### src/rtl/fp16_pkg.sv
// Shared fp16 constants, FSM state type and operand classification helper.
package fp16_pkg;

    localparam int unsigned EXP_W  = 5;
    localparam int unsigned FRAC_W = 10;
    localparam int unsigned MANT_W = FRAC_W + 1;
    localparam int unsigned PROD_W = 2 * MANT_W;
    localparam int signed   BIAS   = 15;

    localparam logic [15:0]      FP16_QNAN    = 16'h7E00;
    localparam logic [15:0]      FP16_INF     = 16'h7C00;
    localparam logic [EXP_W-1:0] FP16_EXP_MAX = 5'h1F;

    typedef enum logic [1:0] {StIdle, StMul, StNorm, StDone} mul_state_e;

    typedef struct packed {
        logic zero;
        logic inf;
        logic nan;
    } fp16_cls_t;

    // Subnormals have exp==0 and are treated as zero (flush-to-zero).
    function automatic fp16_cls_t fp16_classify(input logic [15:0] x);
        fp16_cls_t c;
        c.zero = (x[14:10] == '0);
        c.inf  = (x[14:10] == FP16_EXP_MAX) && (x[9:0] == '0);
        c.nan  = (x[14:10] == FP16_EXP_MAX) && (x[9:0] != '0);
        return c;
    endfunction

endpackage

### src/rtl/float_mul16_seq_if.sv
// Operand/result valid-ready bus of the sequential fp16 multiplier.
interface float_mul16_seq_if;

    logic        in_valid;
    logic        in_ready;
    logic [15:0] numA;
    logic [15:0] numB;
    logic        out_valid;
    logic        out_ready;
    logic [15:0] out;

    modport master (
        output in_valid, numA, numB, out_ready,
        input  in_ready, out_valid, out
    );

    modport slave (
        input  in_valid, numA, numB, out_ready,
        output in_ready, out_valid, out
    );

endinterface

### src/rtl/fp16_norm_round.sv
// Normalizes a 22-bit mantissa product, rounds to nearest-even and packs an fp16 result,
// clamping overflow to signed inf and underflow to signed zero.
module fp16_norm_round
    import fp16_pkg::*;
(
    input  logic [PROD_W-1:0] prod_i,
    input  logic signed [6:0] exp_i,
    input  logic              sign_i,
    output logic [15:0]       res_o
);

    logic [FRAC_W-1:0] frac;
    logic              guard;
    logic              sticky;
    logic              round_up;
    logic [FRAC_W:0]   frac_rnd;
    logic signed [7:0] exp_n;
    logic signed [7:0] exp_r;

    // Normalize by at most one position, then round and clamp the exponent range.
    always_comb begin
        if (prod_i[PROD_W-1]) begin
            frac   = prod_i[PROD_W-2 -: FRAC_W];
            guard  = prod_i[FRAC_W];
            sticky = |prod_i[FRAC_W-1:0];
            exp_n  = {exp_i[6], exp_i} + 8'sd1;
        end else begin
            frac   = prod_i[PROD_W-3 -: FRAC_W];
            guard  = prod_i[FRAC_W-1];
            sticky = |prod_i[FRAC_W-2:0];
            exp_n  = {exp_i[6], exp_i};
        end
        round_up = guard & (sticky | frac[0]);
        frac_rnd = {1'b0, frac} + {{FRAC_W{1'b0}}, round_up};
        // Carry out of the fraction means 1.111..1 rounded up to 10.000..0.
        exp_r = frac_rnd[FRAC_W] ? exp_n + 8'sd1 : exp_n;
        if (exp_r >= 8'sd31) begin
            res_o = {sign_i, FP16_INF[14:0]};
        end else if (exp_r <= 8'sd0) begin
            res_o = {sign_i, 15'h0000};
        end else begin
            res_o = {sign_i, exp_r[EXP_W-1:0], frac_rnd[FRAC_W-1:0]};
        end
    end

endmodule

### src/rtl/float_mul16_seq.sv
// Sequential fp16 multiplier: 11-cycle shift-add mantissa core, one normalize/round cycle,
// fixed latency for every operand class, valid/ready on both sides.
module float_mul16_seq
    import fp16_pkg::*;
(
    input  logic              clk,
    input  logic              rst,
    float_mul16_seq_if.slave  bus
);

    mul_state_e        state_q, state_d;
    logic [3:0]        cnt_q, cnt_d;
    logic              sign_q, sign_d;
    logic              nan_q, nan_d;
    logic              inf_q, inf_d;
    logic              zero_q, zero_d;
    logic signed [6:0] exp_q, exp_d;
    logic [PROD_W-1:0] mcand_q, mcand_d;
    logic [PROD_W-1:0] prod_q, prod_d;
    logic [MANT_W-1:0] mplier_q, mplier_d;
    logic              in_ready_q, in_ready_d;
    logic              out_valid_q, out_valid_d;
    logic [15:0]       out_q, out_d;
    logic [15:0]       norm_res;
    fp16_cls_t         cls_a, cls_b;

    assign cls_a = fp16_classify(bus.numA);
    assign cls_b = fp16_classify(bus.numB);

    assign bus.in_ready  = in_ready_q;
    assign bus.out_valid = out_valid_q;
    assign bus.out       = out_q;

    fp16_norm_round u_norm_round (
        .prod_i (prod_q),
        .exp_i  (exp_q),
        .sign_i (sign_q),
        .res_o  (norm_res)
    );

    // Next-state logic for the IDLE -> MUL -> NORM -> DONE sequence.
    always_comb begin
        state_d     = state_q;
        cnt_d       = cnt_q;
        sign_d      = sign_q;
        nan_d       = nan_q;
        inf_d       = inf_q;
        zero_d      = zero_q;
        exp_d       = exp_q;
        mcand_d     = mcand_q;
        prod_d      = prod_q;
        mplier_d    = mplier_q;
        in_ready_d  = in_ready_q;
        out_valid_d = out_valid_q;
        out_d       = out_q;
        unique case (state_q)
            StIdle: begin
                if (bus.in_valid && in_ready_q) begin
                    sign_d     = bus.numA[15] ^ bus.numB[15];
                    nan_d      = cls_a.nan | cls_b.nan | (cls_a.inf & cls_b.zero) |
                                 (cls_b.inf & cls_a.zero);
                    inf_d      = cls_a.inf | cls_b.inf;
                    zero_d     = cls_a.zero | cls_b.zero;
                    exp_d      = {2'b00, bus.numA[14:10]} + {2'b00, bus.numB[14:10]} - 7'(BIAS);
                    // Hidden bit is dropped for zero/subnormal operands.
                    mcand_d    = {{MANT_W{1'b0}}, ~cls_a.zero, bus.numA[FRAC_W-1:0]};
                    mplier_d   = {~cls_b.zero, bus.numB[FRAC_W-1:0]};
                    prod_d     = '0;
                    cnt_d      = '0;
                    in_ready_d = 1'b0;
                    state_d    = StMul;
                end
            end
            StMul: begin
                prod_d   = prod_q + (mplier_q[0] ? mcand_q : '0);
                mcand_d  = mcand_q << 1;
                mplier_d = mplier_q >> 1;
                cnt_d    = cnt_q + 4'd1;
                if (cnt_q == 4'(MANT_W - 1)) begin
                    cnt_d   = '0;
                    state_d = StNorm;
                end
            end
            StNorm: begin
                if (nan_q) begin
                    out_d = FP16_QNAN;
                end else if (inf_q) begin
                    out_d = {sign_q, FP16_INF[14:0]};
                end else if (zero_q) begin
                    out_d = {sign_q, 15'h0000};
                end else begin
                    out_d = norm_res;
                end
                out_valid_d = 1'b1;
                state_d     = StDone;
            end
            StDone: begin
                if (bus.out_ready) begin
                    out_valid_d = 1'b0;
                    in_ready_d  = 1'b1;
                    state_d     = StIdle;
                end
            end
            default: state_d = StIdle;
        endcase
    end

    // State and registered outputs; reset aborts any operation in flight.
    always_ff @(posedge clk or posedge rst) begin
        if (rst) begin
            state_q     <= StIdle;
            cnt_q       <= '0;
            sign_q      <= 1'b0;
            nan_q       <= 1'b0;
            inf_q       <= 1'b0;
            zero_q      <= 1'b0;
            exp_q       <= '0;
            mcand_q     <= '0;
            prod_q      <= '0;
            mplier_q    <= '0;
            in_ready_q  <= 1'b1;
            out_valid_q <= 1'b0;
            out_q       <= 16'h0000;
        end else begin
            state_q     <= state_d;
            cnt_q       <= cnt_d;
            sign_q      <= sign_d;
            nan_q       <= nan_d;
            inf_q       <= inf_d;
            zero_q      <= zero_d;
            exp_q       <= exp_d;
            mcand_q     <= mcand_d;
            prod_q      <= prod_d;
            mplier_q    <= mplier_d;
            in_ready_q  <= in_ready_d;
            out_valid_q <= out_valid_d;
            out_q       <= out_d;
        end
    end

endmodule

### src/flat_wrapper.sv
// flat-port wrapper written by rule: the top's interface ports become plain ports
module float_mul16_seq_flat import fp16_pkg::*;
  (clk, rst, bus_in_valid, bus_numA, bus_numB, bus_out_ready, bus_in_ready, bus_out_valid, bus_out);
  float_mul16_seq_if bus_i ();
  input  logic clk;
  input  logic rst;
  input wire logic [$bits(bus_i.in_valid)-1:0] bus_in_valid;
  input wire logic [$bits(bus_i.numA)-1:0] bus_numA;
  input wire logic [$bits(bus_i.numB)-1:0] bus_numB;
  input wire logic [$bits(bus_i.out_ready)-1:0] bus_out_ready;
  output wire logic [$bits(bus_i.in_ready)-1:0] bus_in_ready;
  output wire logic [$bits(bus_i.out_valid)-1:0] bus_out_valid;
  output wire logic [$bits(bus_i.out)-1:0] bus_out;
  assign bus_i.in_valid = bus_in_valid;
  assign bus_i.numA = bus_numA;
  assign bus_i.numB = bus_numB;
  assign bus_i.out_ready = bus_out_ready;
  assign bus_in_ready = bus_i.in_ready;
  assign bus_out_valid = bus_i.out_valid;
  assign bus_out = bus_i.out;
  float_mul16_seq u_core (.clk(clk), .rst(rst), .bus(bus_i));
endmodule
### config.mk
export PLATFORM = sky130hd
export DESIGN_NAME = float_mul16_seq_flat
export DESIGN_NICKNAME = d
export VERILOG_FILES = /design/src/rtl/fp16_pkg.sv /design/src/rtl/float_mul16_seq_if.sv /design/src/rtl/fp16_norm_round.sv /design/src/rtl/float_mul16_seq.sv /design/src/flat_wrapper.sv
export SDC_FILE = /design/constraint.sdc
export NUM_CORES = 1
export LEC_CHECK = 0
export ABC_AREA = 1
export ABC_CLOCK_PERIOD_IN_PS = 8100
export CAP_MARGIN = 15
export CORE_UTILIZATION = 50
export CTS_BUF_LIST = sky130_fd_sc_hd__clkbuf_8
export DETAILED_ROUTE_END_ITERATION = 7
export PLACE_DENSITY = 0.71
export SYNTH_ARGS = -nofsm -noshare
export SYNTH_HDL_FRONTEND = slang
export SYNTH_SLANG_ARGS = --single-unit
### constraint.sdc
create_clock -name clk -period 8.1 [get_ports clk]
set_clock_uncertainty 0.2 [all_clocks]
set_input_delay 1.62 -clock clk [delete_from_list [all_inputs] [get_ports clk]]
set_output_delay 1.62 -clock clk [all_outputs]
set_load 0.005 [all_outputs]
==> metrics.md, run 1 <==
| Metric | Value |
|---|---|
| RSZ-0062 raised after global routing | `no` |
| Post-synthesis compound-gate area fraction | `around 16%` |
| Synth Flop Type | `dfrtp_1` |
| Largest family of logic cells by synthesized area | `simple AND/OR/NAND/NOR gates` |
| Final setup viols | `0` |
| Core Area | `12,100 sq um` |
| Post-Place Cells | `between 1,000 and 1,500` |
| Die width | `114 um` |
| Slew @ Worst Pin | `876 ps` |
| Synthesized cell area | `6230 sq um` |
| Global-route wire length before repair | `between 20,000 and 25,000 um` |
| Routability congestion estimate | `just over 0.9` |
| Post-CTS Setup Inserts | `0` |
| Non-filler cells in the finished layout | `1,084` |
| Final setup TNS | `0 ps` |
| CTS tree | `yes` |
| Peak VDD IR | `~180 uV` |
| # nets final | `around 990` |
| Post-Synth Adder-Cell Area | `7.87%` |
| Distinct cells, synth | `between 40 and 50` |
| Final hold viol count | `0` |
| Max Clock Freq | `about 250 MHz` |
| CTS max path bufs | `2` |
| Gate Count Post-Synth | `866` |
| Remaining DRCs | `0` |
| Outcome | `finished clean` |
| Largest net degree at the start of global routing | `67` |
| Ant. Diodes | `0` |
| Yosys warnings | `0` |
| WL final | `about 14,000 um` |
| CP max FO | `19` |
| # IOs | `54` |
| First-pass DRT Iterations | `5` |
| # resized after CTS | `0` |
| Initial antenna violation count | `0` |
| Fillers | `roughly 1,100` |
| Register area share after synthesis | `~36%` |
| Growth of design area from synthesis to finish | `14.2%` |
| Number of max-cap violations | `0` |
| CP Capture Type | `register` |
| Vias in the first global route | `5,203` |
| Die height | `between 100 and 150 um` |
| I/O Buffers | `53` |
| Area of the multi-input gates | `around 3500 sq um` |
| Clock slew at reported path FFs | `approximately 80 ps` |
| Share of cells above drive strength 1 | `~6.2%` |
| Critical Path AT | `roughly 4200 ps` |
| Final core utilization | `about 59%` |
| Die area | `~13,000 sq um` |
| Slew Viols, Final | `0` |
| Tmin final | `~4000 ps` |
| Relative max-transition margin | `between 40 and 50%` |
| Vias per cell | `between 5 and 6` |
| Synth Area in Simple Gates | `29.3%` |
| DP HPWL | `between 10,000 and 15,000 um` |
| Overflow after GRT | `0` |
| CP Launch Type | `input port` |
| Number of synthesized flops with an enable pin | `0` |
| Place WS | `between 3000 and 4000 ps` |
| Post-Synthesis Net Count | `940` |
| Syn avg cell area | `just over 7 sq um` |
| Post-synthesis xor/xnor area fraction | `under 10%` |
| Synth Register Bits | `90` |
| Hold WC Path Type | `register to register` |
| Wire length per cell | `roughly 13 um` |
| Mux contribution to synthesized area | `0%` |
| Post-synth ARST share | `between 90% and 100%` |
| Hold Buf Count CTS | `0` |
| Leakage | `between 3 and 4 nW` |
| Reg area | `2250 sq um` |
| P per Cell Area | `approximately 350 nW/um^2` |
| CP Class | `input port to register` |
| H-tree levels | `3` |
| Row count | `40` |
| Required @ worst endpoint | `approximately 8000 ps` |
| Gr usage total | `a little under a quarter` |
| Clk Latency, worst-skew pair | `roughly 370 ps` |
| Sink Count | `90` |
| CTS buffer count | `9` |
| Post-route ant nets | `0` |
| Post-route clock period utilization | `between 40% and 50%` |
| Final Worst Setup Slack | `4050 ps` |
| DRT iter0 DRCs | `just over 300` |
| Initial Util | `51.7%` |
| Vias after detailed routing | `5,610` |
| Root cell of the clock tree | `clkbuf_8` |
[flip-flops by register name, summed over array words and instances, names as in the netlist]
register and cells:
u_core.mcand_q 22, u_core.prod_q 22, u_core.bus.out 16, u_core.mplier_q 11
u_core.exp_q 7, u_core.cnt_q 4, u_core.state_q 2, u_core.bus.in_ready 1
u_core.bus.out_valid 1, u_core.inf_q 1, u_core.nan_q 1, u_core.sign_q 1
u_core.zero_q 1
[cell type report]
cell class	count	share of cell area, %
inverter	110	5.81
sequential	90	31.6
clock inverter	6	1.07
clock buffer	10	1.93
tap	168	2.95
timing repair buffer	58	7.97
multi-input combinational	642	48.6
[cells in the mapped netlist (all sizes together), types with 2 or more instances]
master    n  area share, %
o21bai    5           0.60
a22o      2           0.28
clkinv    3           0.18
clkbuf   18            1.1
xor2     13            1.8
ha       36            7.2
xnor2     3           0.42
inv     107            6.4
o31ai     6           0.72
and2      3           0.30
a21oi    45            3.8
o22ai    12            1.2
o41ai     2           0.28
fa        2           0.64
nor2     73            5.2
nand3    50            4.7
o21ai    70            6.0
a21o      2           0.24
nor3     11           0.88
nor4      8           0.80
nand4    13            1.3
buf       6           0.66
dfrtp    89             36
o211ai    2           0.24
or2       5           0.50
a31oi    23            2.3
nand2   252             15
[where the power goes]
part | total [W] | internal [W] | switching [W] | leakage [nW]
clock network | 0.000339 | 0.000179 | 0.000161 | 0.120
logic | 0.00136 | 0.000496 | 0.000862 | 2.21
registers | 0.000805 | 0.000639 | 0.000166 | 1.14
[worst max-delay path: stages]
cell and delay [ps]:
clkdlybuf4s50_1 480, a21oi_1 110, nor2_1 670, clkinv_1 780
a21oi_1 300, o21ai_0 130, nand2_1 70
[layer usage]
layer	GRT usage [%]	up-vias	wire length [um]
met4	7.37	0	161
met3	2.87	15	416
met5	0	-	0
met1	31.8	2551	6660
li1	-	2957	-
met2	39.5	87	6520
[path summary, 6_finish.rpt]
path / startpoint / end / slack [ps] / cells past startpoint
worst max-delay path: bus_in_valid / u_core.prod_q[17]$_DFFE_PP0P_ / 4050 / 7
worst min-delay path: u_core.bus.out[5]$_DFFE_PP0P_ / u_core.bus.out[5]$_DFFE_PP0P_ / 280 / 2
worst max register to register: u_core.state_q[1]$_DFFE_PP0P_ / u_core.prod_q[17]$_DFFE_PP0P_ / 4070 / 9
worst min register to register: u_core.bus.out[5]$_DFFE_PP0P_ / u_core.bus.out[5]$_DFFE_PP0P_ / 280 / 2
max in group asynchronous: rst / u_core.prod_q[15]$_DFFE_PP0P_ / 5160 / 3
min in group asynchronous: rst / u_core.bus.out_valid$_DFFE_PP0P_ / 1370 / 2
[cell families (layout without fill, tap and decap cells)]
kind of cell / after synthesis / count (layout)
adder cells (fa/ha/maj): 38 / 38
flip-flops: 90 / 90
XOR/XNOR: 16 / 16
buffers and inverters: 134 / 184
AO/OA/AOI/OAI: 172 / 172
AND/OR/NAND/NOR: 416 / 416
[through the flow]
| step | power [W] | area [sq um] | hold slack, ps |
|---|---|---|---|
| 6_report | 0.00250 | 7120 | 285 |
| 5_1_grt | 0.00277 | 7120 | 319 |
| 4_1_cts | 0.00252 | 7120 | 290 |
| 3_5_place_dp | 0.00217 | 6910 | 268 |
| 3_3_place_gp | 0.00215 | 6910 | 266 |
| 2_1_floorplan | 0.00182 | 6230 | 250 |
[cells in the final DEF, fill, tap and decap left out, types with 3 or more instances in the layout]
cell type,n
nand2_1,247
inv_1,105
dfrtp_1,89
nor2_1,64
o21ai_0,56
clkdlybuf4s50_1,53
nand3_1,45
a21oi_1,44
ha_1,36
a31oi_1,23
nand4_1,13
xor2_1,13
o22ai_1,12
nor3_1,11
clkbuf_8,10
o21ai_2,8
nor4_1,8
nor2_4,6
o31ai_1,6
o21ai_1,6
or2_2,5
o21bai_1,5
buf_4,5
inv_2,4
nand2_2,4
nand3_2,3
nor2_2,3
clkinv_1,3
xnor2_1,3
No activity file was read; power rests on OpenSTA's default activity.
==> run 2: changes to the inputs <==
ABC_CLOCK_PERIOD_IN_PS = 4120   (was 8100)
clock period = 4.12 ns   (was 8.1 ns; I/O delays follow)
==> run 2 against run 1 <==
Effect of this change:
- combinational power grew 100%
- cell area up 0.60%
- final cell count rose by 0.28%
- utilization up 0.35 points
- largest cell class unchanged
- total power is 99% higher
- clock power up 98%
- worst setup slack worse by 3300 ps
- sequential power rose by 95%
- first-iteration DRC count rose by 3.3%
- hold slack worse by 1.5 ps
- non-clock buffer count grew 4
==> metrics.md, run 2 (synthesized netlist as in run 1, its figures left out) <==
| Metric | Value |
|---|---|
| Die area | `about 13,000 sq um` |
| DP HPWL | `around 11,000 um` |
| Final core utilization | `59.4%` |
| CTS tree | `yes` |
| Remaining DRCs | `0` |
| I/O Buffers | `53` |
| Final setup TNS | `0 ps` |
| Die width | `about 110 um` |
| Slew Viols, Final | `0` |
| Clk Latency, worst-skew pair | `380 ps` |
| Global-route wire length before repair | `roughly 24,000 um` |
| Vias per cell | `slightly above 5` |
| Hold WC Path Type | `register to register` |
| Most frequent cells in the layout | `247 x nand2_1, 102 x inv_1, 89 x dfrtp_1, 64 x nor2_1, 56 x o21ai_0` |
| First-pass DRT Iterations | `6` |
| Row count | `40` |
| Largest net degree at the start of global routing | `48` |
| CP Capture Type | `register` |
| # nets final | `around 1,000` |
| CP Class | `register to register` |
| CP Depth | `17` |
| Final instance area | `a little over 7000 sq um` |
| # resized after CTS | `0` |
| Vias in the first global route | `~5,100` |
| Met3 usage | `between 3 and 4%` |
| Post-route clock period utilization | `approximately four fifths` |
| Post-CTS Setup Inserts | `0` |
| Number of max-cap violations | `0` |
| Worst path cell trace | `nand2_1 > inv_1 > ha_1 > fa_1 > nand3_1 > nand3_1 > inv_1 > nor2_1 > nor2_1 > o21ai_0 > a21oi_1 > o21bai_1 > nand2_1 > nand2_1 > nand2_1 > nand3_1 > nand2_1` |
| Peak VDD IR | `about 370 uV` |
| # IOs | `54` |
| Met2 Use GR | `around 37%` |
| Slowest stage delay, CP | `between 700 and 800 ps` |
| Die height | `around 110 um` |
| CP max FO | `23` |
| Wire length per cell | `about 13 um` |
| Tmin final | `3320 ps` |
| Share of cells above drive strength 1 | `under 10%` |
| Slew @ Worst Pin | `roughly 840 ps` |
| DRT iter0 DRCs | `312` |
| WL final | `13,800 um` |
| Vias after detailed routing | `~5,600` |
| Ant. Diodes | `0` |
| Max Clock Freq | `roughly 300 MHz` |
| Post-route ant nets | `0` |
| Leakage | `3.48 nW` |
| Relative max-transition margin | `a little over two fifths` |
| Core Area | `12,100 sq um` |
| Overflow after GRT | `0` |
| Hold Buf Count CTS | `0` |
| Final setup viols | `0` |
| CP Launch Type | `register` |
| P per Cell Area | `about 690 nW/um^2` |
| Initial Util | `between 50% and 60%` |
| Clock slew at reported path FFs | `~90 ps` |
| Critical Path AT | `roughly 3400 ps` |
| Root cell of the clock tree | `clkbuf_8` |
| Routing usage on met1 | `32.4%` |
| Final hold slack | `283 ps` |
| GRT busiest layer | `met2` |
| H-tree levels | `3` |
| Largest delay share family, worst path | `simple AND/OR/NAND/NOR gates` |
| Commonest non-fill, non-tap cell in the layout | `nand2_1` |
| Gr usage total | `around a quarter` |
| Sink Count | `90` |
| Final hold viol count | `0` |
| Count of buffer and inverter cells on the critical path | `2` |
| RSZ-0062 raised after global routing | `no` |
| CTS buffer count | `9` |
| Post-DP Area | `6950 sq um` |
| Final Worst Setup Slack | `795 ps` |
| Outcome | `finished clean` |
| Growth of design area from synthesis to finish | `14.9%` |
| Required @ worst endpoint | `4200 ps` |
| Crit-path slowest cell | `dfrtp_1` |
| FF-to-FF path depth | `17` |
| Critical path's most frequent cell | `nand2_1` |
| Place WS | `between 800 and 900 ps` |
| Hold-critical path depth | `2` |
| CTS max path bufs | `2` |
| Initial antenna violation count | `0` |
| Routability congestion estimate | `just under 0.9` |
run 2: changes by cell type in the layout (fill, tap and decap cells not counted), sizes merged:
cell	previous run	this run
buf	5	9
clkbuf	10	9
clkinv	5	6
clkinvlp	0	1
inv	109	107
run 2: power breakdown:
group	internal, W	switching, W	total [W]	leakage [nW]
registers	0.00126	0.000318	0.00157	1.14
clock network	0.000340	0.000331	0.000671	0.106
logic	0.00100	0.00172	0.00273	2.24
run 2: final cells by class:
type,count,area (sq um)
clock inverters,6,90.1
repair buffers,62,611
clock buffers,9,124
fillers,1164,4900
well taps,168,210
flip-flops and latches,90,2250
inverters,110,414
multi-input cells,642,3460
run 2: per-layer routing:
metal  vias up  share of wire, %
met3        18               3.9
met2       116                45
met1      2537                49
met4         0               1.8
met5         -                 0
li1       2956                 -
run 2: worst register-to-register path: cells and delay by family (launching register included):
family	cells	cell delay [ps]
flip-flops	1	780
adder cells (fa/ha/maj)	2	460
buffers and inverters	2	150
AO/OA/AOI/OAI	3	800
AND/OR/NAND/NOR	10	840
run 2: per-stage QoR:
step	std cells	power (W)
after floorplan	866	0.00357
after detailed placement	1072	0.00431
after global routing	1087	0.00549
final	1087	0.00497
after global placement	1072	0.00426
after CTS	1087	0.00500
run 2: final timing paths:
kind	start	endpoint	slack, ps
min reg2reg	u_core.bus.out[5]$_DFFE_PP0P_	u_core.bus.out[5]$_DFFE_PP0P_	280
min in group asynchronous	rst	u_core.exp_q[0]$_DFFE_PP0P_	700
max in group asynchronous	rst	u_core.prod_q[8]$_DFFE_PP0P_	2310
min	u_core.bus.out[5]$_DFFE_PP0P_	u_core.bus.out[5]$_DFFE_PP0P_	280
max	u_core.mplier_q[0]$_DFFE_PP0P_	u_core.prod_q[18]$_DFFE_PP0P_	800
max reg2reg	u_core.mplier_q[0]$_DFFE_PP0P_	u_core.prod_q[18]$_DFFE_PP0P_	800
